File: src/rtl/bkt_lvl_finder.sv
// Backtrack-level finder: drives the conflict level into the level-state chain, OR-reduces the
// per-level results, and pulses apply_bkt to mark the selected level as backtracked.
module bkt_lvl_finder #(
   parameter int unsigned NUM_LVLS     = 32,
   parameter int unsigned WIDTH_LVL    = 16,
   parameter int unsigned WIDTH_BIN_ID = 10,
   parameter int unsigned WIDTH_CNT    = 16
) (
   input  logic                             clk,
   input  logic                             rst,
   input  logic                             start_i,
   input  logic [WIDTH_LVL-1:0]             max_lvl_i,
   input  logic                             flush_i,
   output logic                             ready_o,
   output logic [WIDTH_LVL-1:0]             max_lvl_o,
   output logic [1:0]                       findflag_o,
   output logic                             apply_bkt_o,
   input  logic [NUM_LVLS*WIDTH_BIN_ID-1:0] bkt_bin_vec_i,
   input  logic [NUM_LVLS*WIDTH_LVL-1:0]    bkt_lvl_vec_i,
   output logic                             done_o,
   output logic                             found_o,
   output logic [WIDTH_BIN_ID-1:0]          bkt_bin_o,
   output logic [WIDTH_LVL-1:0]             bkt_lvl_o,
   output logic                             multi_err_o,
   output logic [WIDTH_CNT-1:0]             bkt_cnt_o
);

   typedef enum logic [2:0] {StIdle, StSearch, StCapture, StApply, StDone} state_e;

   state_e                  state_q, state_d;
   logic [WIDTH_LVL-1:0]    max_q, max_d;
   logic                    found_q, found_d;
   logic [WIDTH_BIN_ID-1:0] bin_q, bin_d;
   logic [WIDTH_LVL-1:0]    lvl_q, lvl_d;
   logic                    multi_q, multi_d;
   logic [WIDTH_CNT-1:0]    cnt_q, cnt_d;

   logic [WIDTH_BIN_ID-1:0] red_bin;
   logic [WIDTH_LVL-1:0]    red_lvl;
   logic                    nz_seen, nz_multi;

   always_ff @(posedge clk) begin
      if (!rst) begin
         state_q <= StIdle;
      end else begin
         state_q <= state_d;
      end
   end

   always_ff @(posedge clk) begin
      if (!rst) begin
         max_q   <= '0;
         found_q <= 1'b0;
         bin_q   <= '0;
         lvl_q   <= '0;
         multi_q <= 1'b0;
         cnt_q   <= '0;
      end else begin
         max_q   <= max_d;
         found_q <= found_d;
         bin_q   <= bin_d;
         lvl_q   <= lvl_d;
         multi_q <= multi_d;
         cnt_q   <= cnt_d;
      end
   end

   // Only the selected instance drives nonzero slices, so OR-reduce recovers its values.
   always_comb begin
      red_bin  = '0;
      red_lvl  = '0;
      nz_seen  = 1'b0;
      nz_multi = 1'b0;
      for (int unsigned i = 0; i < NUM_LVLS; i++) begin
         red_bin = red_bin | bkt_bin_vec_i[i*WIDTH_BIN_ID +: WIDTH_BIN_ID];
         red_lvl = red_lvl | bkt_lvl_vec_i[i*WIDTH_LVL +: WIDTH_LVL];
         if (bkt_lvl_vec_i[i*WIDTH_LVL +: WIDTH_LVL] != '0) begin
            if (nz_seen) nz_multi = 1'b1;
            nz_seen = 1'b1;
         end
      end
   end

   always_comb begin
      state_d = state_q;
      if (flush_i) begin
         state_d = StIdle;
      end else begin
         unique case (state_q)
            StIdle:    if (start_i) state_d = StSearch;
            StSearch:  state_d = StCapture;
            StCapture: state_d = (red_lvl != '0) ? StApply : StDone;
            StApply:   state_d = StDone;
            StDone:    state_d = StIdle;
            default:   state_d = StIdle;
         endcase
      end
   end

   always_comb begin
      max_d   = max_q;
      found_d = found_q;
      bin_d   = bin_q;
      lvl_d   = lvl_q;
      multi_d = multi_q;
      cnt_d   = cnt_q;
      if (!flush_i) begin
         unique case (state_q)
            StIdle: begin
               if (start_i) begin
                  max_d   = max_lvl_i;
                  found_d = 1'b0;
                  bin_d   = '0;
                  lvl_d   = '0;
               end
            end
            StCapture: begin
               bin_d   = red_bin;
               lvl_d   = red_lvl;
               found_d = (red_lvl != '0);
               if (nz_multi) multi_d = 1'b1;
            end
            StApply: begin
               if (cnt_q != {WIDTH_CNT{1'b1}}) cnt_d = cnt_q + WIDTH_CNT'(1);
            end
            default: ;
         endcase
      end
   end

   // max_lvl_o stays valid through APPLY so the chain selection does not move under the pulse.
   always_comb begin
      ready_o     = (state_q == StIdle);
      findflag_o  = 2'b00;
      apply_bkt_o = (state_q == StApply) && !flush_i;
      done_o      = (state_q == StDone) && !flush_i;
      max_lvl_o   = '0;
      if (!flush_i && (state_q == StSearch || state_q == StCapture || state_q == StApply)) begin
         max_lvl_o = max_q;
      end
      found_o     = found_q;
      bkt_bin_o   = bin_q;
      bkt_lvl_o   = lvl_q;
      multi_err_o = multi_q;
      bkt_cnt_o   = cnt_q;
   end

endmodule
File: config.mk
export PLATFORM = sky130hd
export DESIGN_NAME = bkt_lvl_finder
export DESIGN_NICKNAME = d
export VERILOG_FILES = /design/src/rtl/bkt_lvl_finder.sv
export SDC_FILE = /design/constraint.sdc
export NUM_CORES = 1
export LEC_CHECK = 0
export CORE_AREA = 10 10 352 354
export DETAILED_ROUTE_END_ITERATION = 6
export DIE_AREA = 0 0 362 364
export GPL_ROUTABILITY_DRIVEN = 0
export GPL_TIMING_DRIVEN = 1
export SLEW_MARGIN = 20
export SYNTH_ARGS = -nofsm -noshare
export SYNTH_HDL_FRONTEND = slang
export SYNTH_SLANG_ARGS = --single-unit
export TNS_END_PERCENT = 20
File: constraint.sdc
create_clock -name clk -period 2.6 [get_ports clk]
set_input_delay 0.39 -clock clk [delete_from_list [all_inputs] [get_ports clk]]
set_output_delay 0.39 -clock clk [all_outputs]
set_load 0.05 [all_outputs]
---- Word level (Yosys, flattened, before mapping) ----
Cells that the tools add are included.
word-level totals
  register bits after elaboration ......... 63
  bits in latches ......................... 0
  RAM bits ................................ 0
  memory bits (read-only) ................. 0
  output and inout bits ................... 65
  word-level logic and storage cells ...... 227
  memories kept ........................... 0
cells by class
  add/subtract/negate cells ............... 1
  multipliers ............................. 0
  div/mod/pow operators ................... 0
  $lt $le $gt $ge ......................... 0
  eq/ne operators ......................... 6
  shifts and indexed selects .............. 0
  mux-type cells .......................... 103
  bitwise gates (word level) .............. 64
  reductions and logical operators ........ 46
operators by type and width
  operator                                                         number
  16-bit nonzero test                                              33
  16-bit OR                                                        31
  10-bit OR                                                        31
  1-bit two-way mux                                                94
  16-bit two-way mux                                               2
  16-bit one-hot mux with 2 select lines                           1
  10-bit one-hot mux with 2 select lines                           1
  16-bit by 1-bit adder with 16-bit output, second input constant  1
  16-bit != test, second input constant                            1
  3-bit one-hot mux with 4 select lines                            1
  3-bit AND reduction                                              4
  10-bit two-way mux                                               1
  3-bit by 2-bit == test with 1-bit output, second input constant  2
  3-bit two-way mux                                                2
  3-bit by 1-bit == test with 1-bit output, second input constant  1
  3-bit == test, second input constant                             1
  1-bit logical AND                                                3
  3-bit zero test                                                  1
  1-bit logical OR                                                 2
  2-bit != test, second input constant                             1
  1-bit NOT                                                        2
  1-bit one-hot mux with 2 select lines                            1
  2-bit nonzero test                                               1
  2-bit OR reduction                                               1
  1-bit zero test                                                  1

---- Logic depth before layout (Yosys ltp) ----
Gate-level depths: netlist of run 1.
  depth in word-level cells ............... 65
  mapped depth ............................ 8
  gate-level depth less buffers ........... 8

---- Least setup slack after synthesis of run 1 ----
Ideal clock, no wire load.
  path type ............................... flip-flop to output port
  start ................................... register state_q[0]
  end ..................................... output done_o
  arrival time ............................ 2.129 ns
  required time ........................... 2.210 ns
  setup slack ............................. 0.081 ns
  stages on the path, launching flop included .. 3
  cell sequence ........................... dfxtp_1 clkbuf_1 nor4b_1
between the ends
  longest elaborated chain between the ends .. 2
ends and longest elaborated chain
  what                    line  source
  from (decl)             30    state_e state_q, state_d;
  from (signal assigned)  44    state_q <= StIdle;
  from (signal assigned)  46    state_q <= state_d;
  3-bit == test           136   done_o = (state_q == StDone) && !flush_i;
  1-bit logical AND       136
  to (decl)               20    output logic done_o,
No other way between the ends.

---- Worst setup path in the final report of run 1 ----
  start ................................... input bkt_lvl_vec_i[331]
  end ..................................... register multi_q, in the netlist multi_err_o
between the ends
  longest elaborated chain between the ends .. 25
  elaborated cells on any way between the ends .. 36
  classes of those cells .................. mux (34); reduce/logical (2)
ends and longest elaborated chain
  what                               line  source
  from (decl)                        19    input logic [NUM_LVLS*WIDTH_LVL-1:0] bkt_lvl_vec_i,
  16-bit nonzero test (*)            77    if (bkt_lvl_vec_i[i*WIDTH_LVL +: WIDTH_LVL] != '0) begin
  1-bit two-way mux                  77
  1-bit two-way mux                  78    if (nz_seen) nz_multi = 1'b1;
  1-bit two-way mux                  77
  1-bit two-way mux                  78
  1-bit two-way mux                  77
  1-bit two-way mux                  78
  1-bit two-way mux                  77
  (+9 left out)                      n/a
  1-bit two-way mux                  77
  1-bit two-way mux                  78
  1-bit two-way mux                  77
  1-bit two-way mux                  78
  1-bit two-way mux                  77
  1-bit two-way mux                  78
  1-bit two-way mux (*)              77
  3-bit AND reduction (no line) (*)  n/a
  to (signal assigned)               63    multi_q <= multi_d;
  to (decl)                          35    logic multi_q, multi_d;
Every way passes the cells marked *; elsewhere a longest branch is shown, timed or not.
A chain may end at the register's enable or synchronous reset.

==> results of run 1 <==
worst max-delay path, cell delays in order:
cell,delay (ns)
clkdlybuf4s50_1,0.47
nor4_1,0.65
buf_4,0.23
nand4_1,0.12
or3_2,0.61
nor3_1,0.21
a21o_2,0.15
a31oi_1,0.09
worst max-delay path by stage:
stage	from	end	slack, ns	cells past startpoint
4_1_cts	bkt_lvl_vec_i[203]	found_o	0.0005	11
3_3_place_gp	bkt_lvl_vec_i[75]	found_o	-1.55	10
6_report	bkt_lvl_vec_i[331]	multi_err_o	-0.06	8
3_5_place_dp	bkt_lvl_vec_i[75]	found_o	-1.45	10
5_1_grt	bkt_lvl_vec_i[64]	multi_err_o	-0.11	10
2_1_floorplan	state_q[0]	done_o	0.08	2
flip-flops by register name, indices dropped and copies added, names as in the netlist:
| signal | count |
|---|---|
| bkt_bin_o | 10 |
| bkt_cnt_o | 16 |
| bkt_lvl_o | 16 |
| found_o | 1 |
| max_q | 16 |
| multi_err_o | 1 |
| state_q | 3 |
what timing repair did:
| action | CTS | global route |
|---|---|---|
| resized for setup | 123 | 40 |
| setup buffers | 5 | 0 |
| pin swaps | 23 | 13 |
| endpoints found under the setup margin | 7 | 5 |
layout make-up:
type / instances / area, um^2
inverters: 2 / 7.507
fillers: 13050 / 96370
clock buffers: 12 / 246.5
flip-flops and latches: 63 / 1261
clock inverters: 3 / 43.79
multi-input cells: 726 / 5420
well taps: 1536 / 1922
diodes: 10 / 25.02
repair buffers: 1246 / 11840
cells by family (layout without fill, tap and decap cells):
kind of cell	Yosys count	count (layout)	synth area share
flip-flops	63	63	0.2196
AO/OA/AOI/OAI	81	81	0.09802
other	1	12	0.0006528
XOR/XNOR	13	13	0.01982
adder cells (fa/ha/maj)	5	5	0.009366
multiplexers	1	1	0.001743
AND/OR/NAND/NOR	624	624	0.6371
buffers and inverters	19	1263	0.01372
cells in the final DEF, fill, tap and decap left out, drive strengths merged, types with 2 or more instances in the layout:
cell           count
clkdlybuf4s50    871
buf              359
nor4             344
nand4             94
nand2             74
dfxtp             63
and2              45
o21ai             33
nor2              29
a21boi            28
nor3              12
clkbuf            12
dlygate4sd2       11
diode             10
nand3              8
xor2               8
xnor2              5
nor2b              5
a21oi              4
or3                4
maj3               4
and3               3
dlymetal6s2s       3
and4               3
clkinv             3
a22oi              2
conb               2
clkdlybuf4s15      2
a2111oi            2
o311ai             2
per-layer routing:
metal | routed length, um | vias up
met5 | 196 | -
met4 | 2067 | 30
met3 | 9276 | 170
met2 | 53000 | 901
met1 | 43290 | 6380
li1 | - | 5944
cells in the mapped netlist (3+ instances only):
cell	number	area share
a21boi_0	17	0.022
a21boi_1	11	0.014
a21oi_1	4	0.0035
and2_1	45	0.049
and3_1	3	0.0033
clkbuf_1	15	0.0098
dfxtp_1	63	0.22
maj3_1	3	0.0052
nand2_1	74	0.048
nand3_1	8	0.0070
nand4_1	93	0.10
nor2_1	29	0.019
nor2b_1	5	0.0054
nor3_1	11	0.0096
nor4_1	342	0.37
o21ai_0	31	0.027
or3_1	3	0.0033
xnor2_1	5	0.0076
xor2_1	8	0.012
power by group through the flow:
| stage | Sequential [mW] | Clock, mW | Combinational (mW) |
|---|---|---|---|
| global route | 0.997 | 1.44 | 2.30 |
| CTS | 0.995 | 1.42 | 2.17 |
| detailed placement | 1.02 | 0 | 2.08 |
| floorplan | 1.03 | 0 | 0.172 |
| global placement | 1.02 | 0 | 2.07 |
| finish | 0.995 | 1.33 | 2.21 |
==> out/summary.md, run 1 <==
The max-slew violation count came out at 0. The final reports fail on negative setup slack. The post-route clock period utilization works out to 1.024.

The die is 362 um wide. In this run the remaining antenna-violating nets after routing total 0. Master cell of the clock root buffer: clkbuf_16.

The endpoint with the worst hold slack is max_q[5]. Detailed placer's ending HPWL: 99920 um. Internal power component: 3.159 mW. TritonCTS built the clock tree. For the Yosys warning count, the log shows 0. The cell area that synthesis handed to floorplanning was 5744 um^2. Entering global routing, the biggest net connects 29 pins.

STA puts the critical path data arrival time at 2.92 ns. Dividing total power by cell area gives a power density of 218.6 nW/um^2. Setup repair after global routing could not meet its margin everywhere. After routing the design area is 20760 um^2. The post-layout total power is 4.538 mW, and the via count of the first global-routing pass is 14370.

The worst-case IR drop observed on VDD is 337.4 uV. Of all nets on the critical path, the largest fanout is 2. For this run, the number of standard cells in the final layout without fillers is 3598. The sequential group share of total power came out at 0.219. The min-delay analysis places its worst path in the category reg2reg.

The tools report the maximum clock frequency as 375.6 MHz. In this run the static leakage power is 6.911 nW. Max-slew headroom at the worst pin: 0.3346. The worst hold path was traced through 2 stages.

The tools report the global-route met1 utilization as 0.1819. The proportion of register bits with asynchronous set or reset after synthesis is 0. The sink count of the clock tree is 63, and the synthesized area per cell is 7.118 um^2. The later pin in the worst-skew pair is clocked with a latency of 0.38 ns. In the routed design, unresolved DRC markers number 0. The detailed router finished its first iteration with 1158 violations.

The count of cells along the worst register-to-register path was 7; the depth of the CTS H-tree was 3. Synthesis inferred 63 register bits. The register clock-pin slew on the reported worst setup and hold paths was 0.07 ns; the worst-case hold slack was 0.4481 ns.

The logs give 0.04904 for the initial core utilization and 1 for the total of endpoints with negative setup slack in the final report. For the reg-to-reg setup timing slack, the log shows 0.52 ns. Before antenna repair, the detailed router went through 5 iterations. The number of hold-slack violations in the final timing report was 0.

The first global-routing pass estimated 135000 um of wire. The logs give 0.293 for the relative contribution of the clock network to total power and 13430 for the via count. The tools report the launching element type of the critical path as an input port. For the count of distinct cell types in the synthesized netlist, the log shows 51. The clock period minus worst slack is 2.663 ns, and the core footprint is 117100 um^2. The most used flip-flop cell after synthesis is dfxtp_1. The share of the core filled with cells came out at 0.1772. After clock tree synthesis, the flow added hold-fix buffers numbering 0. Critical path class: in2reg.

Net switching power figure: 1.379 mW. For this run the aggregate overflow at the end of global routing stands at 0. The met2 track demand over resource is 0.2709, and the worst-margin pin slew is 0.9944 ns. After the last flow step, the layout net total stands at 2901. The smallest setup slack after layout came out at -0.06262 ns. The run finished, with violations left. For the total routing resource utilization after global routing, the log shows 0.1531.

The run gives 0.04708 as the met3 global-route usage. The share of synthesized area occupied by flip-flops and latches came out at 0.2196. The number of enable-type register cells in the synthesized netlist was 0; the number of buffers between clock root and the deepest sink was 2. Synthesis produced 807 cells.

After detailed routing, the number of vias per cell comes to 3.731. The overall die area came out at 131800 um^2. The share of final-layout standard cells stronger than drive strength 1 is 0.2339, and the clock skew after layout is 0.01727 ns. The switching share of total power is 0.3039.

Summed over all failing endpoints, the final setup total negative slack is -0.06262 ns. The number of buffers added on ports is 914. The number of top-level pins was 917; the fraction of power consumed by combinational cells was 0.488. Compared with the post-synthesis result, the final layout area differs by 261.4%. The logs give 0 for the number of max-cap violations and 50 for the initial antenna violation count. In this run the critical register-to-register path is launched from bkt_cnt_o[4]. The end of the worst register-to-register path is bkt_cnt_o[14]. At the placement stage, the worst setup path has a slack of -1.453 ns. STA classifies the critical path endpoint as a register. The highest-utilization routing layer at the global route stage was met2. After floorplanning, the core was divided into 126 placement rows. Clock tree synthesis inserted a total of 9 buffers.

The run gives 107800 um as the total wire length. The worst path required time came out at 2.86 ns. Including well taps, the total number of placed cells is 3569. The floorplan step set the die height to 364 um. For the post-placement cell area, the log shows 19440 um^2.

The tools report the hold path startpoint as max_q[5]. The mean routed wirelength per cell was 29.97 um.
No activity file was read; power rests on OpenSTA's default activity.
==> run 2, diff against run 1 <==
--- a/config.mk
+++ b/config.mk
@@ -6,6 +6,7 @@
 export NUM_CORES = 1
 export LEC_CHECK = 0
 export CORE_AREA = 10 10 352 354
+export CTS_BUF_LIST = sky130_fd_sc_hd__clkbuf_2
 export DETAILED_ROUTE_END_ITERATION = 6
 export DIE_AREA = 0 0 362 364
 export GPL_ROUTABILITY_DRIVEN = 0
==> run 2 against run 1 <==
Against the previous run:
- the run still ends with negative setup slack left
- non-clock buffer count did not move
- utilization fell by 0.91 points
- clock skew rose by 0.041 ns
- sequential power barely moved
- power fell by 16%
- register-to-register slack got worse by 0.02 ns
- global-route usage fell by 0.15 points
- highest routed layer unchanged
==> out/summary.md, run 2 (same netlist as run 1, synthesis figures left out) <==
The post-route clock period utilization works out to 1.029 (was 1.024). Initial antenna violation count: 54 (was 50). The tools report the share of the core filled with cells as 0.1682 (was 0.1772). The depth of the CTS H-tree was 3 (unchanged). The detailed placer's ending HPWL was 99920 um (unchanged). The via count came out at 13360 (was 13430). The global-route met1 utilization is 0.1802 (was 0.1819). Number of DRC violations after detailed routing: 0 (unchanged). The number of buffers between clock root and the deepest sink was 2 (unchanged); the buffers plus inverters on the worst setup path was 6 (was 2).

The power density over cell area is 194.4 nW/um^2 (was 218.6 nW/um^2), and the largest net degree at the start of global routing is 29 (unchanged). The count of cells along the worst register-to-register path came out at 7 (unchanged). The switching share of total power works out to 0.3217 (was 0.3039).

Met2 track demand over resource: 0.2695 (was 0.2709). The kind of cell with the highest combined delay on the critical path is buffers and inverters (was simple AND/OR/NAND/NOR gates). The run gives 3 (was 1) as the total of endpoints with negative setup slack in the final report.

Most frequent cells in the layout: 873 x clkdlybuf4s50_1, 338 x buf_4, 324 x nor4_1, 93 x nand4_1, 74 x nand2_1 (was 871 x clkdlybuf4s50_1, 328 x buf_4, 254 x nor4_1, 93 x nand4_1, 74 x nand2_1). The highest-utilization routing layer at the global route stage was met2 (unchanged). The static leakage was 6.721 nW (was 6.911 nW). The tools report the max-slew violation count as 0 (unchanged).

In this design, the critical path's most frequently occurring cell is buf_4. The worst min-delay path class was in2reg (was reg2reg). The share of final-layout standard cells stronger than drive strength 1 works out to 0.1993 (was 0.2339). Clock skew after layout: 0.05789 ns (was 0.01727 ns).

The TritonCTS buffer count is 9 (unchanged). Launching element type of the critical path: an input port (unchanged). The smallest setup slack after layout is -0.07583 ns (was -0.06262 ns). The total wire length is 106800 um (was 107800 um), and the maximum single-stage delay on the critical path is 0.62 ns (was 0.65 ns). The overall overflow remaining after global route came out at 0 (unchanged).

The master cell of the clock root buffer was clkbuf_2 (was clkbuf_16). The master of the slowest instance on the critical path is nor4_1 (unchanged). The run gives 0.2870 (was 0.3346) as the max-slew headroom at the worst pin. TritonCTS built the clock tree.

The fraction of power consumed by combinational cells is 0.550 (was 0.488), and the logic depth of the worst path, buffers included is 12 (was 8). The logs give 3.20 ns (was 2.86 ns) for the worst path required time and 6 (was 5) for the iteration count of the initial detailed-routing pass. The met3 global-route usage is 0.04688 (was 0.04708).

The overall die height works out to 364 um (unchanged). The mean routed wirelength per cell was 29.66 um (was 29.97 um). The critical path launch point is bkt_lvl_vec_i[4] (was bkt_lvl_vec_i[331]). The worst-skew pair later-pin latency was 0.74 ns (was 0.38 ns). The tools report the peak ir drop on the vdd network as 157.8 uV (was 337.4 uV). Critical path class: in2reg (unchanged). The number of buffers added on ports is 914 (unchanged), and the post-placement cell area is 19440 um^2 (unchanged).

The tools report the first-pass GRT wire length as 133300 um (was 135000 um). Crit-path cells: clkdlybuf4s50_1 -> nor4_1 -> buf_4 -> nand4_1 -> buf_4 -> nor4_1 -> buf_4 -> nand4_1 -> buf_4 -> o311ai_4 -> buf_4 -> a21oi_1 (was clkdlybuf4s50_1 -> nor4_1 -> buf_4 -> nand4_1 -> or3_2 -> nor3_1 -> a21o_2 -> a31oi_1). The tools report the sink count of the clock tree as 63 (unchanged). The number of max-cap violations was 0 (unchanged).

The mean number of vias per cell came out at 3.710 (was 3.731). The flow ran to the end, but the final reports show violations. The tools report the endpoint with the worst hold slack as bkt_cnt_o[7] (was max_q[5]). The end of the worst register-to-register path is bkt_cnt_o[14] (unchanged). The logs give 1.232 mW (was 1.379 mW) for the net switching power figure and 0 (unchanged) for the number of hold-slack violations in the final timing report. The relative area change from synthesis to final layout was 243.0% (was 261.4%). The via count of the first global-routing pass was 14150 (was 14370). The commonest non-fill, non-tap cell in the layout is clkdlybuf4s50_1 (unchanged). The register clock-pin slew on the reported worst setup and hold paths was 0.23 ns (was 0.07 ns). The hold path depth was 2 (unchanged); the number of instances in the placed design was 3569 (unchanged). The relative contribution of the clock network to total power was 0.190 (was 0.293); the total routing resource utilization after global routing was 0.1516 (was 0.1531). Area of all placed cells without fillers: 19700 um^2 (was 20760 um^2).

The count of nets after finishing is 2901 (unchanged), and the core footprint is 117100 um^2 (unchanged). For the maximum clock frequency, the log shows 373.7 MHz (was 375.6 MHz). The logs give 0 (unchanged) for the final antenna-violating net count and 3.27 ns (was 2.92 ns) for the data arrival time of the worst path. Die boundary width: 362 um (unchanged).

Hold path startpoint: rst (was max_q[5]). The reg-to-reg setup timing slack was 0.50 ns (was 0.52 ns); the worst-margin pin slew was 1.065 ns (was 0.9944 ns). The logs give 917 (unchanged) for the number of top-level pins and 0.260 (was 0.219) for the sequential group share of total power. The tools report the number of rows in the core area as 126 (unchanged).

Violations in the final reports: negative setup slack (unchanged). The clock period minus worst slack was 2.676 ns (was 2.663 ns); the internal power component was 2.598 mW (was 3.159 mW). The run gives 131800 um^2 (unchanged) as the overall die area. The tools report the startpoint of the lowest-slack register-to-register path as bkt_cnt_o[4] (unchanged). The worst setup slack before clock tree synthesis came out at -1.453 ns (unchanged). The tools report the kind of capture point of the worst setup path as a register (unchanged).

First-iteration detailed-routing DRC count: 1341 (was 1158). The maximum fanout count along the critical path was 2 (unchanged). The initial core utilization was 0.04904 (unchanged). The run gives 3601 (was 3598) as the final instance count without filler cells.
-- run 2: cell types whose count changed in the layout (fill, tap and decap cells not counted), moves of 4 or more --
| cell | delta |
|---|---|
| buf_4 | +10 |
| buf_6 | -11 |
| clkbuf_16 | -9 |
| clkbuf_2 | +11 |
| nor2_1 | +4 |
| nor4_1 | +70 |
| nor4_2 | -27 |
| nor4_4 | -43 |
-- run 2: worst max-delay path by stage --
| stage | to | slack [ns] |
|---|---|---|
| 3_3_place_gp | found_o | -1.55 |
| 5_1_grt | max_lvl_o[14] | -0.01 |
| 4_1_cts | apply_bkt_o | -0.04 |
| 3_5_place_dp | found_o | -1.45 |
| 6_report | state_q[0] | -0.08 |
| 2_1_floorplan | done_o | 0.08 |
-- run 2: repair_timing --
action,in CTS,in global routing
buffers inserted,3,0
endpoints found under the setup margin,35,5
hold endpoints to repair,1,0
pin swaps,3,3
hold buffers,1,0
resized for setup,28,7
-- run 2: through the flow --
| step | power [mW] | TNS (ns) | hold WS, ns |
|---|---|---|---|
| 6_report | 3.830 | -0.2112 | 0.1397 |
| 5_1_grt | 4.023 | -0.02926 | 0.07103 |
| 4_1_cts | 3.913 | -0.03947 | 0.02581 |
| 3_5_place_dp | 3.096 | -10.25 | 0.4405 |
| 3_3_place_gp | 3.091 | -10.45 | 0.4353 |
| 2_1_floorplan | 1.204 | 0 | 0.4305 |
-- run 2: layout make-up --
cell class / count / area (um^2)
Sequential cell: 63 / 1267
Multi-Input combinational cell: 726 / 4581
Clock inverter: 4 / 47.55
Tap cell: 1536 / 1922
Clock buffer: 11 / 55.05
Antenna cell: 13 / 32.53
Timing Repair Buffer: 1246 / 11790
Fill cell: 13190 / 97430
Inverter: 2 / 7.507
-- run 2: power by group through the flow --
stage / Sequential (mW) / Combinational [mW] / Clock, mW
final: 0.996 / 2.11 / 0.727
after global routing: 1.00 / 2.19 / 0.828
after CTS: 0.998 / 2.10 / 0.816
after detailed placement: 1.02 / 2.08 / 0
after global placement: 1.02 / 2.07 / 0
after floorplan: 1.03 / 0.172 / 0
-- run 2: metal layers --
layer  wire, um  vias to the layer above
met4       1738                       34
met1      42380                     6272
met3       9907                      153
met2      52540                      936
met5        228                        -
li1           -                     5965
